## src/rtl/nlu_pkg.sv

```systemverilog
// Shared types and helpers for the banked ANF S-box unit.
// Holds the load FSM states and the mask geometry of one SW-bit S-box.
package nlu_pkg;

  typedef enum logic [1:0] {
    IDLE   = 2'd0,
    LOAD   = 2'd1,
    COMMIT = 2'd2
  } ld_state_e;

  function automatic int anf_mask_bits(input int sw);
    return sw * (1 << sw);
  endfunction

  // Field j holds output bit j; monomial m sits at the MSB end of its field.
  function automatic int coef_idx(input int sw, input int j, input int m);
    return j * (1 << sw) + (1 << sw) - 1 - m;
  endfunction

endpackage

```

## src/rtl/nlu_anf_sbox.sv

```systemverilog
// Combinational single S-box evaluated from its ANF coefficient mask.
// Zero latency; no flow control.
module nlu_anf_sbox
  import nlu_pkg::*;
#(
  parameter int SW = 4
) (
  input  logic [anf_mask_bits(SW)-1:0] mask,
  input  logic [SW-1:0]                x,
  output logic [SW-1:0]                y
);

  localparam int MB = anf_mask_bits(SW);
  localparam int IW = $clog2(MB);

  always_comb begin
    y = '0;
    for (int j = 0; j < SW; j++) begin
      for (int m = 0; m < (1 << SW); m++) begin
        // monomial m is 1 when every variable it names is 1
        if ((x & SW'(m)) == SW'(m)) begin
          y[j] = y[j] ^ mask[IW'(coef_idx(SW, j, m))];
        end
      end
    end
  end

endmodule

```

## src/rtl/nlu_anf_banked.sv

```systemverilog
// Banked ANF S-box unit: shadow-loaded masks, atomic commit, one registered result stage.
// Latency 1 cycle; in_ready = !out_valid || out_ready, so a stalled result holds and blocks input.
module nlu_anf_banked
  import nlu_pkg::*;
#(
  parameter  int DW    = 32,
  parameter  int SW    = 4,
  parameter  int PW    = 16,
  parameter  int NBANK = 2,
  localparam int BW    = (NBANK > 1) ? $clog2(NBANK) : 1
) (
  input  logic             ck,
  input  logic             rst,
  input  logic             ld_valid,
  output logic             ld_ready,
  input  logic [BW-1:0]    ld_bank,
  input  logic [PW-1:0]    ld_data,
  input  logic             ld_abort,
  output logic             ld_done,
  output logic [NBANK-1:0] bank_vld,
  input  logic             in_valid,
  output logic             in_ready,
  input  logic [BW-1:0]    in_bank,
  input  logic [DW-1:0]    din,
  output logic             out_valid,
  input  logic             out_ready,
  output logic [DW-1:0]    dout,
  output logic             out_err
);

  localparam int MB    = anf_mask_bits(SW);
  localparam int NPUSH = MB / PW;
  localparam int NS    = DW / SW;
  localparam int CW    = $clog2(NPUSH + 1);

  ld_state_e         state_q, state_d;
  logic [CW-1:0]     cnt_q, cnt_d;
  logic [MB-1:0]     shadow_q, shadow_d;
  logic [BW-1:0]     sel_q, sel_d;
  logic [MB-1:0]     banks_q [NBANK];
  logic [MB-1:0]     banks_d [NBANK];
  logic [NBANK-1:0]  bank_vld_q, bank_vld_d;
  logic              ld_done_q, ld_done_d;
  logic              out_valid_q, out_valid_d;
  logic [DW-1:0]     dout_q, dout_d;
  logic              out_err_q, out_err_d;
  logic              beat;
  logic [MB-1:0]     sel_mask;
  logic              sel_ok;
  logic [DW-1:0]     sbox_y;

  always_comb begin
    state_d    = state_q;
    cnt_d      = cnt_q;
    shadow_d   = shadow_q;
    sel_d      = sel_q;
    banks_d    = banks_q;
    bank_vld_d = bank_vld_q;
    ld_done_d  = 1'b0;
    ld_ready   = (state_q != COMMIT);
    beat       = ld_valid && ld_ready;
    case (state_q)
      IDLE, LOAD: begin
        if (ld_abort) begin
          state_d  = IDLE;
          cnt_d    = '0;
          shadow_d = '0;
        end else if (beat) begin
          if (state_q == IDLE) sel_d = ld_bank;
          // cnt is 0 in IDLE, so beat cnt lands in word NPUSH-1-cnt (MSW first)
          for (int w = 0; w < NPUSH; w++) begin
            if (cnt_q == CW'(w)) shadow_d[(NPUSH-1-w)*PW +: PW] = ld_data;
          end
          cnt_d   = cnt_q + CW'(1);
          state_d = (cnt_q == CW'(NPUSH - 1)) ? COMMIT : LOAD;
        end
      end
      COMMIT: begin
        // out-of-range targets match no bank and so commit nothing
        for (int b = 0; b < NBANK; b++) begin
          if (sel_q == BW'(b)) begin
            banks_d[b]    = shadow_q;
            bank_vld_d[b] = 1'b1;
            ld_done_d     = 1'b1;
          end
        end
        state_d = IDLE;
        cnt_d   = '0;
      end
      default: begin
        state_d = IDLE;
        cnt_d   = '0;
      end
    endcase
  end

  always_comb begin
    sel_mask = '0;
    sel_ok   = 1'b0;
    for (int b = 0; b < NBANK; b++) begin
      if (in_bank == BW'(b)) begin
        sel_mask = banks_q[b];
        sel_ok   = bank_vld_q[b];
      end
    end
  end

  for (genvar k = 0; k < NS; k++) begin : g_sbox
    nlu_anf_sbox #(.SW(SW)) u_sbox (
      .mask (sel_mask),
      .x    (din[k*SW +: SW]),
      .y    (sbox_y[k*SW +: SW])
    );
  end

  always_comb begin
    in_ready    = !out_valid_q || out_ready;
    out_valid_d = out_valid_q;
    dout_d      = dout_q;
    out_err_d   = out_err_q;
    if (in_ready) begin
      out_valid_d = in_valid;
      if (in_valid) begin
        dout_d    = sel_ok ? sbox_y : '0;
        out_err_d = !sel_ok;
      end
    end
  end

  always_ff @(posedge ck or posedge rst) begin
    if (rst) begin
      state_q     <= IDLE;
      cnt_q       <= '0;
      shadow_q    <= '0;
      sel_q       <= '0;
      bank_vld_q  <= '0;
      ld_done_q   <= 1'b0;
      out_valid_q <= 1'b0;
      dout_q      <= '0;
      out_err_q   <= 1'b0;
      for (int b = 0; b < NBANK; b++) banks_q[b] <= '0;
    end else begin
      state_q     <= state_d;
      cnt_q       <= cnt_d;
      shadow_q    <= shadow_d;
      sel_q       <= sel_d;
      bank_vld_q  <= bank_vld_d;
      ld_done_q   <= ld_done_d;
      out_valid_q <= out_valid_d;
      dout_q      <= dout_d;
      out_err_q   <= out_err_d;
      for (int b = 0; b < NBANK; b++) banks_q[b] <= banks_d[b];
    end
  end

  assign ld_done   = ld_done_q;
  assign bank_vld  = bank_vld_q;
  assign out_valid = out_valid_q;
  assign dout      = dout_q;
  assign out_err   = out_err_q;

endmodule

```

## config.mk

```make
export PLATFORM = sky130hd
export DESIGN_NAME = nlu_anf_banked
export DESIGN_NICKNAME = d
export VERILOG_FILES = /design/src/rtl/nlu_pkg.sv /design/src/rtl/nlu_anf_sbox.sv /design/src/rtl/nlu_anf_banked.sv
export SDC_FILE = /design/constraint.sdc
export NUM_CORES = 1
export LEC_CHECK = 0
export CORE_MARGIN = 3
export CORE_UTILIZATION = 39
export CTS_CLUSTER_SIZE = 8
export DETAILED_ROUTE_END_ITERATION = 8
export SLEW_MARGIN = 20
export SYNTH_ARGS = -nofsm -noshare
export SYNTH_HDL_FRONTEND = slang
export SYNTH_SLANG_ARGS = --single-unit
```

## constraint.sdc

```tcl
create_clock -name ck -period 5.9 [get_ports ck]
set_input_delay 1.18 -clock ck [delete_from_list [all_inputs] [get_ports ck]]
set_output_delay 1.18 -clock ck [all_outputs]
set_load 0.01 [all_outputs]
```

==> qor.yml, run 1 <==
tightest_slew_ps: 1080
antenna_left: 0
period_minus_slack_ps: 4070
cts.clk_slew.worst_paths_ps: 60
core-area_mm2: 0.0273
syn2layout_area_growth_pct: 12.5
path_delay_family: "buffers and inverters"
slowest_delay_ps: 670
wl_per_cell_um: 22.0
grt_util_all_layers_pct: 24.7
rsz0062_at_grt: "false"
ys_ff_latch: 123
die-width_um: 174
cts_setup_buffers: 0
cp.arrival_ps: 4350
status: "complete, no violations"
ir_drop_mv: 0.167
io_buffers: 78
grt_pass1_vias: 9480
final_layout_size_suffix_gt1_share_pct: 12.9
synth_cells: 1335
hpwl_um: 27700
yosys_warnings: 0
synthFlopType: "dfrtp_1"
drv_slew: 0
worstSetupStartpointType: "primary input"
synth_area_mm2: 0.0110
power_density_mw_per_mm2: 236
period_share_pct: 69.0
clock_sinks: 123
rows: 60
cp_max_fo: 77
ff2ff_setup_slack_ps: 3120
p_leak_nw: 5.06
synth_cell_type_count: 89
via_per_inst: 6.02
grt_pass1_wl_um: 58200
async_flop_share_pct: 100
synth.avg_cell_area_um2: 8.24
slew_headroom_pct: 28.0
htreeDepth: 4
grt_max_degree: 78
grt-ovfl-total: 0
start_util_pct: 40.3
firstDrtPassIters: 6
finalWirelength_um: 37900
required_ps: 6180
cts-resized-gates: 0
ios: 95
drc: 0
endpoint_kind: "flop"
crit_slowest_cell: "buf_4"
dieArea_mm2: 0.0303
cts-hold-fix-buffers: 0
antenna_found_initial: 2
critPathKind: "in -> reg"
fmax_mhz: 246
max_cap_viol_count: 0
clk_path_buf_depth: 2
hold_path_class: "reg -> reg"
cts_tree: "built"
final.setup_skew_ps: 16.0
num-fill-cells: 2752
yosysSeqAreaShare_pct: 28.0
stdcell_area_mm2: 0.0124
nNetsFinal: 1399
fp.dieH_um: 174
hold_viol: 0
setup_viol: 0
cts-root-buf: "clkbuf_16"
vias: 10400
first_iter_violations: 1225
finalSetupTns_ps: 0
numCtsBuffers: 17
synth_edf_count: 0
gp_congestion: 0.971
worstSkewPairLatency_ps: 420
crit_chain: "buf_4 > buf_4 > mux2i_1 > xnor2_1 > a21o_1 > a31oi_1 > xor2_1 > xnor2_1 > xor2_1 > o21ai_0"
placed_area_mm2: 0.0118
cp_num_buf_inv: 2
==> where the power goes <==
| group | switching [mW] | internal [mW] |
|---|---|---|
| Sequential | 0.106 | 0.918 |
| Combinational | 0.492 | 0.355 |
| Clock | 0.446 | 0.605 |
| Total | 1.04 | 1.88 |
==> state kept, by name, summed over array words and instances, names as in the netlist <==
register / flops
shadow_q: 32
bank_vld: 2
out_valid: 1
ld_done: 1
dout: 16
banks_q: 64
cnt_q: 3
state_q: 2
sel_q: 1
out_err: 1
==> metrics by stage <==
step	util, %	hold slack (ps)	power, mW	worst slack [ps]	std cells
4_1_cts	45.3	483	2.91	1880	1724
3_5_place_dp	43.2	470	1.87	1410	1693
6_report	45.3	474	2.92	1830	1725
5_1_grt	45.3	499	3.06	1660	1724
3_3_place_gp	43.2	460	1.85	1470	1693
2_1_floorplan	-	462	1.59	1450	1350
==> cell families after synthesis <==
logic type      count (synthesis)  share of synthesized area, %
xor+xnor                      116                          9.56
compound gates                329                          19.1
other cells                     1                        0.0341
fa+ha+maj                       3                         0.341
buf+inv                       147                          6.48
flops                         123                          28.0
mux                           147                          15.2
simple gates                  469                          21.3
==> final timing paths <==
kind,end,from,cells past startpoint
max reg2reg,dout[13],banks_q[21],8
max,dout[9],in_bank,10
max in group asynchronous,shadow_q[16],rst,3
min in group asynchronous,shadow_q[15],rst,2
min,dout[13],dout[13],2
min reg2reg,dout[13],dout[13],2
==> worst register-to-register path, delay by kind of cell (launching register included) <==
family,cells,cell delay (ps)
muxes,1,820
DFF,1,390
AOI/OAI and AO/OA,5,1030
xor gates and xnor gates,2,420
==> final cells by class <==
class	instances	area, um2	area share [%]
Antenna cell	1	2.50	0.0202
Clock buffer	19	453	3.66
Clock inverter	12	116	0.940
Inverter	26	100	0.809
Multi-Input combinational cell	1080	7280	58.8
Sequential cell	123	3080	24.9
Tap cell	372	465	3.76
Timing Repair Buffer	92	878	7.10
==> Yosys cell counts, drive strengths merged, types with 42 or more instances <==
master	n	area share, %
nor2	48	1.7
mux2	92	9.5
xnor2	73	5.8
dfrtp	123	28
buf	46	3.0
nand2	163	5.6
and3	42	2.4
nand3	67	3.0
mux2i	51	4.9
clkbuf	75	2.6
o21ai	109	5.0
a21oi	74	3.4
==> layout by cell type, fill, tap and decap left out, types with 5 or more instances in the layout <==
master	n
and2_1	8
dfrtp_1	123
nor3_1	39
a31oi_1	12
and3_1	42
a21oi_1	74
nand2b_1	24
clkdlybuf4s50_1	76
mux2_2	88
nor4_1	12
conb_1	16
nand3b_1	6
xnor2_1	73
o32ai_1	5
or2_2	6
buf_4	15
or3_1	9
clkbuf_16	17
a31o_2	5
nand4_1	15
o21ai_0	104
mux2i_2	5
o31ai_1	10
mux2i_1	45
nand3_1	67
a21boi_0	6
nor2_1	46
a21o_1	11
inv_1	23
a211oi_1	20
o211ai_1	18
o21a_1	9
nand2_1	163
xor2_1	40
==> metal layers <==
layer | vias up | share of wire [%] | track usage (%)
li1 | 4816 | - | -
met1 | 5010 | 45 | 35.5
met2 | 502 | 43 | 37.1
met3 | 61 | 9.2 | 5.42
met4 | 2 | 2.6 | 7.27
met5 | - | 0.047 | 0
Note: power is estimated with default switching activity, not from simulation.
==> run 2: changes to the inputs <==
==> constraint.sdc (replaced) <==
create_clock -name ck -period 3.8 [get_ports ck]
set_input_delay 0.76 -clock ck [delete_from_list [all_inputs] [get_ports ck]]
set_output_delay 0.76 -clock ck [all_outputs]
set_load 0.01 [all_outputs]
==> run 2 against run 1 <==
- design area up 3.9%
- routed wire length is 1.5% higher
- non-clock buffer count grew 55
- combinational power up 64%
- via count grew 1.7%
- die area stayed put
- total power grew 60%
- critical path type unchanged
==> qor.yml, run 2 (synthesis results as in run 1) <==
status: "complete, no violations"
finalSetupTns_ps: 0  # unchanged
clock_sinks: 123  # unchanged
die-width_um: 174  # unchanged
grt_max_degree: 124  # +59%
critPathLaunch: "in_bank"
gp_congestion: 1.02  # +4.5%
rsz0062_at_grt: "false"
worstSkewPairLatency_ps: 450  # +30 ps
cts_tree: "built"
wl_per_cell_um: 21.6  # -1.7%
hold_viol: 0  # unchanged
grt_pass1_vias: 9586  # +1.1%
stdcell_area_mm2: 0.0129  # +3.9%
p_leak_nw: 5.35  # +5.6%
tightest_slew_ps: 1020  # -53.1 ps
vias: 10600  # +1.7%
worstSetupStartpointType: "primary input"
cts-hold-fix-buffers: 0  # unchanged
first_iter_violations: 1142  # -6.8%
endpoint_kind: "flop"
start_util_pct: 40.3  # unchanged
ir_drop_mv: 0.252  # +51%
holdCritStartpoint: "dout[13]"
hold_slack_ps: 477  # +3.14 ps
via_per_inst: 5.93  # -1.5%
max_cap_viol_count: 0  # unchanged
cts-resized-gates: 0  # unchanged
power_density_mw_per_mm2: 363  # +54%
ff2ff_setup_slack_ps: 1080  # -2040 ps
grt-ovfl-total: 0  # unchanged
required_ps: 4100  # -2080 ps
fmax_mhz: 323
top_register: "banks_q"
layout_common_cells: "nand2_1, dfrtp_1, o21ai_0, mux2_2, clkdlybuf4s50_1"
critPathKind: "in -> reg"
htreeDepth: 4  # unchanged
placed_area_mm2: 0.0123  # +3.8%
period_share_pct: 81.4
hold_path_class: "reg -> reg"
clk_path_buf_depth: 2  # unchanged
cts.clk_slew.worst_paths_ps: 70  # about the same
post-place-cells: 1748  # +3.2%
period_minus_slack_ps: 3090
setup_viol: 0  # unchanged
dieArea_mm2: 0.0303  # unchanged
antenna_left: 0  # unchanged
final_layout_size_suffix_gt1_share_pct: 16.2  # +3.3 points
cts-root-buf: "clkbuf_16"
antenna_found_initial: 1  # -1
cp_max_fo: 39  # -49%
nNetsFinal: 1454  # +3.9%
num-fill-cells: 2676  # -2.8%
rows: 60  # unchanged
drv_slew: 0  # unchanged
final_cell_count_no_fill: 1781  # +3.2%
final.setup_skew_ps: 25.2  # +9.19 ps
cts_setup_buffers: 0  # unchanged
grt_util_all_layers_pct: 25.2  # +0.52 points
firstDrtPassIters: 6  # unchanged
ios: 95  # unchanged
final_util_pct: 47.0  # +1.8 points
largest_reg_flops: 64  # unchanged
final_common_cell: "nand2_1"
finalWirelength_um: 38500  # +1.5%
drc: 0  # unchanged
io_buffers: 78  # unchanged
fp.dieH_um: 174  # unchanged
numCtsBuffers: 17  # unchanged
syn2layout_area_growth_pct: 16.8
slew_headroom_pct: 31.6  # +3.6 points
cp.arrival_ps: 3390  # -960 ps
ff_latch_area_mm2: 0.00308  # unchanged
multi_input_area_mm2: 0.00728  # about the same
hpwl_um: 29200  # +5.3%
grt_pass1_wl_um: 59000  # +1.4%
core-area_mm2: 0.0273  # unchanged
r2r_start: "banks_q[67]"
[run 2: cell types whose count changed in the layout (fill, tap and decap cells not counted), moves of 2 or more]
cell	previous run	this run
buf_12	0	3
buf_4	15	67
clkbuf_8	2	0
clkinv_2	2	0
clkinv_4	3	0
inv_6	1	4
inv_8	1	6
[run 2: report_power, final]
part	internal, mW	switching [mW]	leakage (nW)
clock	0.940	0.756	0.285
sequential	1.42	0.163	1.66
combinational	0.603	0.782	3.40
total	2.97	1.70	5.35
[run 2: final timing paths]
kind | cells after the start | end
worst min-delay path | 2 | dout[13]
worst max-delay path | 10 | dout[9]
worst max register to register | 8 | dout[12]
worst min register to register | 2 | dout[13]
max in group asynchronous | 3 | banks_q[30]
min in group asynchronous | 3 | cnt_q[1]
[run 2: routing by layer]
layer / track usage (%) / vias to the layer above / part of all wire [%]
li1: - / 4907 / -
met1: 36.4 / 5049 / 45
met2: 38.1 / 536 / 44
met3: 4.46 / 78 / 8.3
met4: 8.11 / 0 / 3.0
met5: 0 / - / 0
[run 2: metrics by stage]
step / power (mW) / setup slack [ps]
floorplan: 2.47 / 930
global placement: 2.95 / 355
detailed placement: 2.97 / 332
CTS: 4.67 / 776
global route: 4.88 / 535
finish: 4.67 / 708
[run 2: area by class of cell]
type / instances / share of cell area (%)
sequential: 123 / 23.9
tap: 372 / 3.62
clock inverter: 15 / 1.33
timing repair buffer: 147 / 10.4
clock buffer: 17 / 3.31
inverter: 26 / 0.788
multi-input combinational: 1080 / 56.6
antenna: 1 / 0.0195
[run 2: critical path: stages]
cell,delay (ps)
buf_4,390
buf_12,280
mux2i_1,590
xnor2_1,270
a21o_1,210
a31oi_1,220
xor2_1,230
xnor2_1,160
xor2_1,150
o21ai_0,80
==> run 3: changes to the inputs <==
==> constraint.sdc (replaced) <==
create_clock -name ck -period 2.85 [get_ports ck]
set_input_delay 0.57 -clock ck [delete_from_list [all_inputs] [get_ports ck]]
set_output_delay 0.57 -clock ck [all_outputs]
set_load 0.01 [all_outputs]
==> run 3 against run 2 <==
- global-route usage rose by 2.0 points
- die area did not move
- clock power rose by 31%
- clock skew fell by 7.2 ps
- register-to-register slack got worse by 750 ps
- count of clock-buffer cells in the layout rose by 1
- final cell count rose by 8.5%
- sequential share of layout area fell by 2.0 points
- non-clock buffer count rose by 152
- worst setup slack got worse by 530 ps
- critical path depth did not move
- total power rose by 38%
- critical endpoint is now dout[29]
==> qor.yml, run 3 (synthesis results as in run 1) <==
period_minus_slack_ps: 2670
layout_common_cells: "buf_4, nand2_1, dfrtp_1, o21ai_0, mux2_2"
post-place-cells: 1900  # +8.7%
wl_met3_um: 3380  # +6.1%
final_common_cell: "buf_4"
fp.dieH_um: 174  # unchanged
critPathKind: "in -> reg"
cts_tree: "built"
slowest_delay_ps: 520  # -70 ps
max_cap_viol_count: 0  # unchanged
wl_met2_um: 18000  # +7.5%
num-fill-cells: 2607  # -2.6%
cts.clk_slew.worst_paths_ps: 70  # about the same
drv_slew: 0  # unchanged
cts-hold-fix-buffers: 0  # unchanged
io_buffers: 78  # unchanged
setup_slack_ps: 181  # -528 ps
via_per_inst: 5.80  # -2.3%
cts-root-buf: "clkbuf_16"
crit_slowest_cell: "mux4_2"
stdcell_area_mm2: 0.0140  # +9.1%
tightest_slew_ps: 718  # -306 ps
setup_viol: 0  # unchanged
timing.critical_path.mode_cell: "xor2_1"
final.setup_skew_ps: 18.0  # -7.19 ps
gp_congestion: 1.02  # +0.39%
cp.arrival_ps: 2970  # -420 ps
diodes: 0  # -1
grt_util_all_layers_pct: 27.2  # +2.0 points
grt_max_degree: 124  # unchanged
placed_area_mm2: 0.0135  # +9.8%
largest_reg_flops: 64  # unchanged
m1WireLength_um: 18700  # +7.3%
worstSetupStartpointType: "primary input"
holdCritStartpoint: "dout[0]"
cts-resized-gates: 0  # unchanged
ff2ff_setup_slack_ps: 330  # -750 ps
finalWirelength_um: 41800  # +8.4%
status: "complete, no violations"
clock_sinks: 123  # unchanged
die-width_um: 174  # unchanged
ios: 95  # unchanged
antenna_found_initial: 0  # -1
worstSkewPairLatency_ps: 430  # -20 ps
drc: 0  # unchanged
fmax_mhz: 375
power_density_mw_per_mm2: 461  # +27%
final_layout_size_suffix_gt1_share_pct: 24.3  # +8.1 points
r2r_start: "banks_q[24]"
cp_max_fo: 25  # -36%
syn2layout_area_growth_pct: 27.5
slew_headroom_pct: 52.1  # +21 points
antenna_left: 0  # unchanged
p_leak_nw: 6.10  # +14%
rows: 60  # unchanged
crit_chain: "buf_4 > buf_12 > mux2_2 > nand2_1 > xor2_1 > mux4_2 > o2111a_1 > xor2_1 > xnor2_1 > o21ai_1"
numCtsBuffers: 17  # unchanged
grt_pass1_vias: 10500  # +9.4%
wl_per_cell_um: 21.6  # about the same
clk_path_buf_depth: 2  # unchanged
final_cell_count_no_fill: 1932  # +8.5%
htreeDepth: 4  # unchanged
core-area_mm2: 0.0273  # unchanged
dieArea_mm2: 0.0303  # unchanged
rsz0062_at_grt: "false"
hold_slack_ps: 480  # +3.26 ps
nNetsFinal: 1606  # +10%
hold_path_class: "reg -> reg"
start_util_pct: 40.3  # unchanged
period_share_pct: 93.7
top_register: "banks_q"
grt_pass1_wl_um: 63500  # +7.7%
first_iter_violations: 1228  # +7.5%
firstDrtPassIters: 5  # -1
grt-ovfl-total: 0  # unchanged
cts_setup_buffers: 0  # unchanged
vias: 11200  # +6.0%
hold_viol: 0  # unchanged
required_ps: 3150  # -950 ps
hpwl_um: 32500  # +11%
critPathLaunch: "in_bank"
endpoint_kind: "flop"
ir_drop_mv: 0.311  # +23%
place_ws_ps: -405  # -737 ps
highest_layer: "met4"
==> run 3: per-stage QoR <==
stage,utilization [%],total power [mW],setup TNS [ps]
2_1_floorplan,-,3.29,0
3_3_place_gp,49.2,4.20,-1410
3_5_place_dp,49.2,4.23,-1970
4_1_cts,51.3,6.46,0
5_1_grt,51.3,6.74,0
6_report,51.3,6.46,0
==> run 3: final timing paths <==
kind,cells after the start,to
worst max register to register,8,dout[29]
max in group asynchronous,3,banks_q[82]
min in group asynchronous,3,cnt_q[0]
worst min-delay path,2,dout[0]
worst max-delay path,10,dout[29]
worst min register to register,2,dout[0]
==> run 3: metal layers <==
layer | vias to the layer above | track usage (%)
li1 | 5229 | -
met1 | 5394 | 38.7
met2 | 504 | 41.0
met3 | 81 | 4.87
met4 | 0 | 10.8
met5 | - | 0
==> run 3: report_power, final <==
part,switching [mW],internal (mW),total [mW],leakage [nW]
clock,1.00,1.22,2.22,0.275
sequential,0.202,1.90,2.10,1.66
combinational,1.13,1.01,2.14,4.17
total,2.33,4.13,6.46,6.10
==> run 3: final cells by class <==
type,count,area [um2],area share (%)
repair buffers,299,2540,18.1
clock inverters,14,135,0.964
inverters,26,101,0.723
flip-flops and latches,123,3080,21.9
multi-input cells,1080,7280,51.9
clock buffers,18,429,3.06
well taps,372,465,3.32
==> run 3: worst max-delay path, delay by kind of cell <==
kind            cells  cell delay, ps
compound gates      2             250
xor+xnor            3             620
buf+inv             2             450
mux                 2             920
simple gates        1             130
